[src/rtl/dm_pkg.sv]
// Shared definitions for the data-memory access path: size codes,
// controller state encoding and the alignment rule.
package dm_pkg;

  localparam int DM_AW_DEF = 10;

  localparam logic [1:0] SZ_BYTE = 2'b00;
  localparam logic [1:0] SZ_HALF = 2'b01;
  localparam logic [1:0] SZ_WORD = 2'b10;

  typedef enum logic [2:0] {
    S_IDLE = 3'd0,
    S_RD   = 3'd1,
    S_WAIT = 3'd2,
    S_WR   = 3'd3,
    S_DONE = 3'd4
  } state_t;

  // Reserved size code (2'b11) is always treated as misaligned.
  function automatic logic is_misaligned(input logic [1:0] sz, input logic [1:0] lo);
    case (sz)
      SZ_BYTE: is_misaligned = 1'b0;
      SZ_HALF: is_misaligned = lo[0];
      SZ_WORD: is_misaligned = (lo != 2'b00);
      default: is_misaligned = 1'b1;
    endcase
  endfunction

endpackage

[src/rtl/dm_lane_mux.sv]
// Byte/halfword lane handling for 32-bit memory words: extracts and
// extends a load lane, and merges store data into a fetched word.
module dm_lane_mux
  import dm_pkg::*;
#(
  parameter bit BIG_ENDIAN = 1'b0
) (
  input  logic [31:0] word,
  input  logic [1:0]  lo,
  input  logic [1:0]  size,
  input  logic        sext,
  input  logic [31:0] wdata,
  output logic [31:0] load_data,
  output logic [31:0] merged
);

  logic [1:0]  byte_off;
  logic [4:0]  sh;
  logic [31:0] lane_word;
  logic [31:0] ins_mask;
  logic [31:0] ins_data;

  // Bit offset of the addressed lane, then extract/extend and merge.
  always_comb begin
    byte_off  = 2'b00;
    load_data = 32'h0;
    ins_mask  = 32'hFFFF_FFFF;
    case (size)
      SZ_BYTE: byte_off = BIG_ENDIAN ? ~lo : lo;
      SZ_HALF: byte_off = BIG_ENDIAN ? {~lo[1], 1'b0} : {lo[1], 1'b0};
      default: byte_off = 2'b00;
    endcase
    sh        = {byte_off, 3'b000};
    lane_word = word >> sh;
    case (size)
      SZ_BYTE: begin
        load_data = {{24{sext & lane_word[7]}}, lane_word[7:0]};
        ins_mask  = 32'h0000_00FF;
      end
      SZ_HALF: begin
        load_data = {{16{sext & lane_word[15]}}, lane_word[15:0]};
        ins_mask  = 32'h0000_FFFF;
      end
      default: begin
        load_data = lane_word;
        ins_mask  = 32'hFFFF_FFFF;
      end
    endcase
    ins_mask = ins_mask << sh;
    ins_data = (wdata << sh) & ins_mask;
    merged   = (word & ~ins_mask) | ins_data;
  end

endmodule

[src/rtl/dm_access_ctrl.sv]
// MEM-stage initiator for the word-organised data memory. Loads take one
// read cycle; byte/half stores are read-modify-write; word stores write
// directly.
//
// Handshake: req is looked at only while IDLE (busy=0). An aligned request
// is accepted on that edge, busy rises the next cycle and stays high through
// the single-cycle done pulse; req while busy is dropped, not queued. A
// misaligned request is refused with a one-cycle err pulse and no strobes.
module dm_access_ctrl
  import dm_pkg::*;
#(
  parameter int DM_AW      = DM_AW_DEF,
  parameter bit BIG_ENDIAN = 1'b0
) (
  input  logic             clk,
  input  logic             rst_n,
  input  logic             req,
  input  logic             we,
  input  logic [1:0]       size,
  input  logic             sext,
  input  logic [31:0]      addr,
  input  logic [31:0]      wdata,
  output logic             busy,
  output logic             done,
  output logic [31:0]      rdata,
  output logic             err,
  output logic [DM_AW-1:0] dm_addr,
  output logic [31:0]      dm_din,
  output logic             dm_wr,
  output logic             dm_rd,
  input  logic [31:0]      dm_dout
);

  state_t           state_q;
  state_t           state_d;
  logic [DM_AW+1:0] addr_q;
  logic             we_q;
  logic             sext_q;
  logic [1:0]       size_q;
  logic             req_idle;
  logic             reject;
  logic             accept;
  logic [31:0]      load_data;
  logic [31:0]      merged;
  logic             unused_addr_bits;

  // Upper address bits lie outside the 4 KB window and are ignored.
  assign unused_addr_bits = ^addr[31:DM_AW+2];

  assign req_idle = req && (state_q == S_IDLE);
  assign reject   = req_idle && is_misaligned(size, addr[1:0]);
  assign accept   = req_idle && !reject;
  assign dm_addr  = addr_q[DM_AW+1:2];

  // dm_din doubles as the store-data holder so the merge reads it directly.
  dm_lane_mux #(
    .BIG_ENDIAN(BIG_ENDIAN)
  ) u_lane_mux (
    .word      (dm_dout),
    .lo        (addr_q[1:0]),
    .size      (size_q),
    .sext      (sext_q),
    .wdata     (dm_din),
    .load_data (load_data),
    .merged    (merged)
  );

  // State register.
  always_ff @(posedge clk) begin
    if (!rst_n) state_q <= S_IDLE;
    else        state_q <= state_d;
  end

  // Next state and strobe decode; strobes come straight from the state.
  always_comb begin
    state_d = state_q;
    busy    = 1'b0;
    done    = 1'b0;
    dm_rd   = 1'b0;
    dm_wr   = 1'b0;
    case (state_q)
      S_IDLE: begin
        if (accept) state_d = (we && size == SZ_WORD) ? S_WR : S_RD;
      end
      S_RD: begin
        busy    = 1'b1;
        dm_rd   = 1'b1;
        state_d = S_WAIT;
      end
      S_WAIT: begin
        busy    = 1'b1;
        state_d = we_q ? S_WR : S_DONE;
      end
      S_WR: begin
        busy    = 1'b1;
        dm_wr   = 1'b1;
        state_d = S_DONE;
      end
      S_DONE: begin
        busy    = 1'b1;
        done    = 1'b1;
        state_d = S_IDLE;
      end
      default: state_d = S_IDLE;
    endcase
  end

  // Request capture, read-data capture and store-word formation.
  always_ff @(posedge clk) begin
    if (!rst_n) begin
      addr_q <= '0;
      we_q   <= 1'b0;
      size_q <= SZ_BYTE;
      sext_q <= 1'b0;
      dm_din <= 32'h0;
      rdata  <= 32'h0;
      err    <= 1'b0;
    end else begin
      err <= reject;
      if (accept) begin
        addr_q <= addr[DM_AW+1:0];
        we_q   <= we;
        size_q <= size;
        sext_q <= sext;
        if (we) dm_din <= wdata;
      end
      if (state_q == S_WAIT) begin
        if (we_q) dm_din <= merged;
        else      rdata  <= load_data;
      end
    end
  end

endmodule

[config.mk]
export PLATFORM = sky130hd
export DESIGN_NAME = dm_access_ctrl
export DESIGN_NICKNAME = d
export VERILOG_FILES = /design/src/rtl/dm_pkg.sv /design/src/rtl/dm_lane_mux.sv /design/src/rtl/dm_access_ctrl.sv
export SDC_FILE = /design/constraint.sdc
export NUM_CORES = 1
export LEC_CHECK = 0
export CAP_MARGIN = 20
export CORE_MARGIN = 2
export CORE_UTILIZATION = 35
export DETAILED_ROUTE_END_ITERATION = 10
export DONT_BUFFER_PORTS = 1
export REMOVE_ABC_BUFFERS = 1
export SETUP_SLACK_MARGIN = 0.3
export SLEW_MARGIN = 30
export SYNTH_ARGS = -nofsm -noshare
export SYNTH_HDL_FRONTEND = slang
export SYNTH_SLANG_ARGS = --single-unit
[constraint.sdc]
create_clock -name clk -period 1.6 [get_ports clk]
set_clock_uncertainty 0.05 [all_clocks]
set_input_delay 0.32 -clock clk [delete_from_list [all_inputs] [get_ports clk]]
set_output_delay 0.32 -clock clk [all_outputs]
set_load 0.05 [all_outputs]
==> results.py, run 1 <==
metrics = {
    "critical_path": {
        "crit_fanout": 6,
        "path_buf_inv": 1,
        "required_ps": 1840,
        "start_kind": "flip-flop",
        "crit_family": "simple AND/OR/NAND/NOR gates",
        "worst-setup-path-type": "reg -> reg",
        "cp_cell_sequence": "or4b_4 > a21oi_4 > buf_6 > nand2_2 > a21oi_2",
        "cpMaxStageDelayCell": "or4b_4",
        "cp.arrival_ps": 1890,
        "cp_slowest_stage_delay_ps": 580,
        "worstSetupEndpointType": "flip-flop",
    },
    "grt": {
        "antenna_found_initial": 1,
        "use_met3_pct": 8.58,
        "use_met1_pct": 29.0,
        "grtUsageTotal_pct": 24.6,
        "grt_pass1_wl_mm": 28.4,
        "grt_max_degree": 49,
        "busiest_layer": "met2",
        "met2_usage_pct": 41.1,
        "grt_pass1_vias": 5154,
        "grt_overflow_total": 0,
    },
    "yosys": {
        "ys_types": 57,
        "synth_area_per_cell_sq_um": 8.23,
        "syn_area_sq_um": 4990,
        "yosys_warnings": 0,
        "ys_async_sr_fraction_pct": 0,
        "synth-edff-count": 0,
        "ys.flop_type": "dfxtp_1",
        "syn_inst": 606,
        "synth_seq_area_share_pct": 33.7,
        "synth_seq_cells": 84,
    },
    "timing": {
        "slew_violations": 0,
        "period_minus_slack_ps": 1650,
        "max_freq_ghz": 0.606,
        "layout_setup_ws_ps": -50.3,
        "period_share_pct": 103,
        "setup_viol_count_final": 19,
        "relSlewSlack_pct": 72.8,
        "rsz0062_at_grt": "true",
        "hold_viol": 0,
        "tightest_slew_ps": 400,
    },
    "clock_network": {
        "clk_latency_ps": 360,
        "cts_tree": "built",
        "htree_levels": 3,
        "cts_made_buffers": 9,
        "cts.reportedPaths.clkPinSlew_ps": 60,
        "clockBufferDepth": 2,
        "cts_root_buffer": "clkbuf_16",
        "numClockSinks": 84,
    },
    "run": {
        "drv_cap": 0,
    },
    "detailed_routing": {
        "wl_per_cell_um": 23.0,
        "drtPass1Iterations": 6,
        "drt_wl_total_mm": 19.8,
        "drt.antenna.violating_nets": 0,
        "vias_per_cell": 6.18,
        "drc": 0,
        "vias": 5327,
        "dr.first_iter.drc_count": 433,
    },
    "placement": {
        "gp_congestion": 0.875,
        "io_buffers": 0,
        "placed_area_sq_um": 5690,
        "hpwlAfterDp_mm": 12.9,
    },
    "die": {
        "die_h_um": 123,
        "core_area_sq_um": 13900,
        "fp.dieArea_sq_um": 15200,
        "fp-row-count": 43,
        "initial_core_util_pct": 35.9,
        "chipWidth_um": 123,
        "io_pins": 182,
    },
    "power": {
        "ir_drop_uv": 599,
        "leakagePower_uw": 0.00273,
        "p_per_area_nw_per_um2": 785,
    },
    "cells_and_area": {
        "syn2layout_area_growth_pct": 53.5,
        "postLayoutCellArea_sq_um": 7650,
        "drive_gt1_share_pct": 54.9,
        "nFillCells": 1171,
        "layout_common_cells": "nand2_1, dfxtp_2, buf_4",
        "final_common_cell": "nand2_1",
        "final_util_pct": 55.1,
        "final_nets": 779,
    },
    "run_status": {
        "status": "finished with violations",
        "violations": "negative setup slack",
    },
    "worst_hold_path": {
        "hold_class": "in -> reg",
    },
}
[metal layers]
metal / up-vias / share of wire (%) / wire (um)
li1: 2418 / - / -
met1: 2603 / 39 / 7740
met2: 262 / 49 / 9660
met3: 42 / 9.7 / 1920
met4: 2 / 2.4 / 479
met5: - / 0.061 / 12
[worst reg2reg max path: stages (launching register included)]
cell and delay [ps]:
dfxtp_4 370, or4b_4 580, a21oi_4 230, buf_6 170, nand2_2 60, a21oi_2 130
[timing repair]
action	in CTS	in global routing
resized for setup	229	106
hold buffers	0	0
endpoints found under the setup margin	145	109
cloned	8	2
pin swaps	63	63
buffers inserted	7	11
[power breakdown]
| part | switching, uW | internal [uW] | leakage, uW |
|---|---|---|---|
| logic | 758 | 583 | 0.00186 |
| registers | 212 | 2170 | 0.000719 |
| clock network | 915 | 1360 | 0.000155 |
[layout make-up]
class	instances	area (sq um)	area share (%)
diodes	1	2.50	0.0327
clock buffers	9	225	2.94
clock inverters	7	91.3	1.19
inverters	10	41.3	0.540
multi-input cells	445	3800	49.7
flip-flops and latches	84	1800	23.5
well taps	180	225	2.94
repair buffers	126	1460	19.1
[synth_stat cells, drive strengths merged (9+ instances only)]
| library cell | n | area (sq um) |
|---|---|---|
| nand2 | 95 | 357 |
| dfxtp | 84 | 1680 |
| buf | 44 | 285 |
| nand3 | 43 | 215 |
| a21oi | 37 | 204 |
| o21ai | 32 | 160 |
| clkbuf | 25 | 93.8 |
| nand2b | 20 | 133 |
| a211oi | 18 | 140 |
| nor2b | 17 | 106 |
| o2111ai | 16 | 140 |
| a311oi | 13 | 114 |
| mux2i | 13 | 130 |
| o221ai | 13 | 120 |
| a221oi | 11 | 96.3 |
| inv | 10 | 37.5 |
| a31oi | 9 | 56.3 |
| o31ai | 9 | 81.3 |
[kinds of logic (layout without fill, tap and decap cells)]
family	Yosys count	in the layout	share of synthesized area, %
AO/OA/AOI/OAI	204	206	30.6
XOR/XNOR	1	1	0.176
buffers and inverters	79	152	8.36
flip-flops	84	84	33.7
multiplexers	17	17	3.51
other	0	1	0
AND/OR/NAND/NOR	221	221	23.6
[path summary, 6_finish.rpt]
kind         startpoint        end  slack [ps]  cells past startpoint
min reg2reg   flip-flop  flip-flop         450                      2
max          state_q[0]  addr_q[4]         -50                      5
max reg2reg  state_q[0]  addr_q[4]         -50                      5
min             addr[5]  addr_q[5]          30                      2
[stage by stage]
| step | total power [uW] | hold slack (ps) | setup TNS, ps | setup WS [ps] | cells |
|---|---|---|---|---|---|
| after floorplan | 3000 | 406 | -76100 | -1660 | 537 |
| after global placement | 3340 | 408 | -2580 | -110 | 817 |
| after detailed placement | 3360 | 416 | -4330 | -168 | 817 |
| after CTS | 5860 | 28.6 | -233 | -50.1 | 848 |
| after global routing | 6210 | 21.3 | -3070 | -100 | 861 |
| final | 6000 | 31.3 | -384 | -50.3 | 862 |
Power figures use the tool's default switching activity.
==> run 2, diff against run 1 <==
--- a/config.mk
+++ b/config.mk
@@ -10,6 +10,7 @@
 export CORE_UTILIZATION = 35
 export DETAILED_ROUTE_END_ITERATION = 10
 export DONT_BUFFER_PORTS = 1
+export GPL_TIMING_DRIVEN = 1
 export REMOVE_ABC_BUFFERS = 1
 export SETUP_SLACK_MARGIN = 0.3
 export SLEW_MARGIN = 30
==> results of run 2 <==
Same layout as run 1: the final DEF is identical, and so are final timing and power.
==> edit 1, RTL diff (config.mk and constraints of run 1) <==
Set the package constant `DM_AW_DEF` to 8 (it was 10).
--- a/src/rtl/dm_pkg.sv
+++ b/src/rtl/dm_pkg.sv
@@ -2,7 +2,7 @@
 // controller state encoding and the alignment rule.
 package dm_pkg;
 
-  localparam int DM_AW_DEF = 10;
+  localparam int DM_AW_DEF = 8;
 
   localparam logic [1:0] SZ_BYTE = 2'b00;
   localparam logic [1:0] SZ_HALF = 2'b01;
Ports: changed (resized dm_addr); port bits go from 182 to 180. No check against the original RTL was run, so the function may have changed too.
==> edit 1 against run 1 <==
  * The flow still finishes with violations (negative setup slack)
  * Worst hold slack worse by 0.0060 ns
  * Worst setup slack lost 0.19 ns
  * Largest cell class unchanged
  * Sequential power down 2%
  * Clock power down 6%
  * Count of clock-buffer cells in the layout rose by 2
  * Sequential cell count fell by 2
  * Total power is 7.2% lower
  * Wire length decreased by 9.9%
  * Sequential share of layout area rose by 2.8 points
  * Combinational power decreased by 20%
  * Via count fell by 12%
  * Global-route usage increased by 1.5 points
  * Final area shrank 13%
  * Synthesized area fell by 14%
  * Critical path type unchanged
==> edit 1: results <==
set metrics [dict create \
    outcome "finished with violations" \
    failed_checks "negative setup slack" \
    setup_violations 81 \
    grt_start_max_net_pins 34 \
    relSlewSlack 0.581 \
    drive_gt1_frac 0.498 \
    met3_usage 0.0949 \
    avgRoutedWirePerCell_um 22.9 \
    critPathArrivalTime_ns 2.01 \
    dp_hpwl_um 11800 \
    synth_compound_area_frac 0.290 \
    fin_cells 779 \
    fin_ws_ns -0.237 \
    reg2reg_from "addr_q[0]" \
    grt_pass1_wl_um 26400 \
    post_cts_buffers 20 \
    dr.first_iter.drc_count 410 \
    topRoutingLayerUsed "met4" \
    dp_slack_ns -0.397 \
    grt_usage 0.262 \
    place_congestion 0.887 \
    wl_met2_um 8340 \
    cp_max_fo 5 \
    worstHoldStart "rst_n" \
    path_delay_family "compound AO/OA/AOI/OAI gates" \
    wl_met1_um 6940 \
    dp_cells 727 \
    worst_path_max_delay_cell "dfxtp_4" \
    p_leak_nw 2.65 \
    antenna_found_initial 0 \
    peakVddDrop_v 0.000504 \
    dpl_cell_area_um2 5150 \
    viasPerCell 6.05 \
    startpoint "addr_q[0]" \
    reg2reg_depth 6 \
    fillers 1020 \
    wl_met3_um 1910 \
    yosys-mux-area-fraction 0.0929 \
    cpPeakStageDelay_ns 0.39 \
    insertedDiodeCount 0 \
    synthAdderAreaFrac 0 \
    fin_hold_ws_ns 0.0253 \
    yosys-top-cells-area "dfxtp_1 38%, mux2i_1 7.2%, nand2_1 5.7%, o21ai_0 4.6%, a31oi_1 4.4%" \
    synth.yosys.seq_area_share 0.381 \
    worstSetupEndpoint "rdata[15]" \
    dr.pass1.iters 5 \
    hold_end "dm_din[4]" \
    use_met2 0.414 \
    yosys.cell_types.count 41 \
    grt_pass1_vias 4620 \
    ys_top_cells_by_count "82 x dfxtp_1, 65 x nand2_1, 40 x o21ai_0" \
    cts.repair.resized 180 \
    grt_use_met1 0.317 \
    synthToLayoutAreaGrowth_pct 53.7 \
]
[edit 1: cell count changes after synthesis, sizes merged, moves of 16 or more]
| cell | change |
|---|---|
| a31oi | +31 |
| mux2i | +18 |
| buf | -26 |
| nor2 | +29 |
| nand2 | -30 |
| o2111ai | -16 |
[edit 1: worst reg2reg max path: cells and delay by family, from the launching register on]
family	cells	cell delay, ns
compound gates	3	0.62
mux	1	0.32
simple gates	1	0.19
buf+inv	1	0.15
flops	1	0.39
[edit 1: report_power, final]
group,switching [mW],internal (mW)
sequential,0.223,2.12
combinational,0.555,0.517
clock,0.867,1.29
total,1.65,3.92
[edit 1: cell type report]
cell class,instances,share of cell area
Sequential cell,82,0.264
Tap cell,147,0.0278
Multi-Input combinational cell,382,0.420
Clock buffer,11,0.0381
Inverter,4,0.00227
Timing Repair Buffer,148,0.240
Clock inverter,5,0.00793
==> edit 2, RTL diff (settings of run 1) <==
Made on the original files. The output `err` loses its register stage (`err` becomes a continuous assignment). Comments in the files are not updated.
--- a/src/rtl/dm_access_ctrl.sv
+++ b/src/rtl/dm_access_ctrl.sv
@@ -114,9 +114,7 @@
       sext_q <= 1'b0;
       dm_din <= 32'h0;
       rdata  <= 32'h0;
-      err    <= 1'b0;
     end else begin
-      err <= reject;
       if (accept) begin
         addr_q <= addr[DM_AW+1:0];
         we_q   <= we;
@@ -131,5 +129,7 @@
     end
   end
 
+  assign err = reject;
+
 endmodule
 
Function: changed (a bounded check fails within 4 cycles, from zero or initial values and one cycle with rst_n low).
==> edit 2 against run 1 <==
  * Final area up 4.8%
  * Sequential cell count down 1
  * Critical path type is now register to primary output
  * Critical path depth down 1
  * Wire length up 4.8%
  * Die area down 1.4%
  * Maximum frequency down 14%
  * Total power up 0.17%
  * First-iteration DRC count up 0.23%
  * Largest power group unchanged
  * Sequential power down 3%
  * The run still ends with negative setup slack left
  * Worst setup slack worse by 0.26 ns
  * Combinational power up 13%
  * Synthesized area down 1.5%
==> edit 2: results <==
set metrics [dict create \
    grt_pass1_wl_um 28700 \
    insertedDiodeCount 0 \
    p_leak_nw 2.97 \
    cts_buffer_depth 2 \
    cp_max_fo 2 \
    worst_path_max_delay_cell "dfxtp_4" \
    final_nets 803 \
    drt_wl_total_um 20800 \
    hp-class "input port to register" \
    cpPeakStageDelay_ns 0.35 \
    use_met2 0.402 \
    yosys-top-cells-area "dfxtp_1 34%, nand2_1 7.3%, mux2i_1 6.9%, a21oi_1 3.9%, nand3_1 3.5%" \
    fin_ws_ns -0.311 \
    synth_ff_type "dfxtp_1" \
    dpl_cell_area_um2 5790 \
    path_delay_family "simple AND/OR/NAND/NOR gates" \
    synth.yosys.seq_area_share 0.338 \
    ys_top_cells_by_count "95 x nand2_1, 83 x dfxtp_1, 38 x a21oi_1" \
    dr.pass1.iters 4 \
    failed_checks "negative setup slack" \
    via_count 5372 \
    p_switching_mw 1.97 \
    clkSlewWorstSetupHoldPaths_ns 0.07 \
    io_buffers 0 \
    drive_gt1_frac 0.583 \
    clkPwrFrac 0.360 \
    dp_slack_ns -0.231 \
    cts_root_buf "clkbuf_16" \
    outcome "finished with violations" \
    fin_tns_setup_ns -11.19 \
    grt_usage 0.251 \
    post_cts_buffers 13 \
    met3_usage 0.0878 \
    cts.repair.resized 192 \
    antenna_found_initial 0 \
    place_congestion 0.894 \
    yosys.cell_types.count 52 \
    tightest_slew_ns 0.696 \
    synthArstFlopShare 0 \
    dr.first_iter.drc_count 434 \
    seq-power_mw 2.33 \
    grt_use_met1 0.312 \
    peakVddDrop_v 0.000500 \
    setup_violations 84 \
    grt_start_max_net_pins 49 \
    cts_max_level 3 \
    dp_hpwl_um 13600 \
    critPathArrivalTime_ns 1.54 \
    cts_buffers 9 \
    ys_warn_count 0 \
    grt_pass1_vias 5160 \
    clk-insertion-delay-late_ns 0.35 \
]
edit 2: cell types whose count changed in the layout (fill, tap and decap cells not counted), moves of 9 or more:
cell	run 1	this run
nor3_1	1	12
o21ai_0	19	9
o21ai_1	11	0
buf_6	39	56
a221oi_2	1	10
o21ai_4	0	9
buf_4	56	67
nand2_4	3	13
mux2i_1	10	28
edit 2: cell type report:
| cell class | instances | area, um2 |
|---|---|---|
| multi-input cells | 446 | 3950 |
| clock inverters | 7 | 76.3 |
| inverters | 5 | 18.8 |
| flip-flops and latches | 83 | 1770 |
| fillers | 1183 | 5760 |
| repair buffers | 155 | 1750 |
| clock buffers | 9 | 225 |
| well taps | 180 | 225 |
edit 2: final timing paths:
path	startpoint	to	slack, ns	cells past startpoint
worst min-delay path	addr[3]	addr_q[3]	0.03	2
worst min register to register	register	register	0.47	2
worst max-delay path	state_q[0]	err	-0.31	4
worst max register to register	state_q[0]	rdata[31]	-0.20	6
edit 2: per-stage QoR:
stage / total power, mW / hold WS (ns) / cells
after global routing: 6.23 / 0.0162 / 885
after CTS: 5.75 / 0.0295 / 863
after global placement: 3.39 / 0.408 / 831
after detailed placement: 3.41 / 0.414 / 831
final: 6.01 / 0.0252 / 885
after floorplan: 2.98 / 0.406 / 534
edit 2: per-layer routing:
metal | vias to the layer above | part of all wire
met2 | 225 | 0.48
met1 | 2665 | 0.40
met5 | - | 0
li1 | 2448 | -
met4 | 0 | 0.025
met3 | 34 | 0.092
edit 2: logic make-up after synthesis:
logic type	after synthesis	share of synthesized area
and+or+nand+nor	215	0.226
AOI/OAI and AO/OA	192	0.284
DFF	83	0.338
buffers and inverters	71	0.0713
muxes	38	0.0785
xor gates and xnor gates	1	0.00178
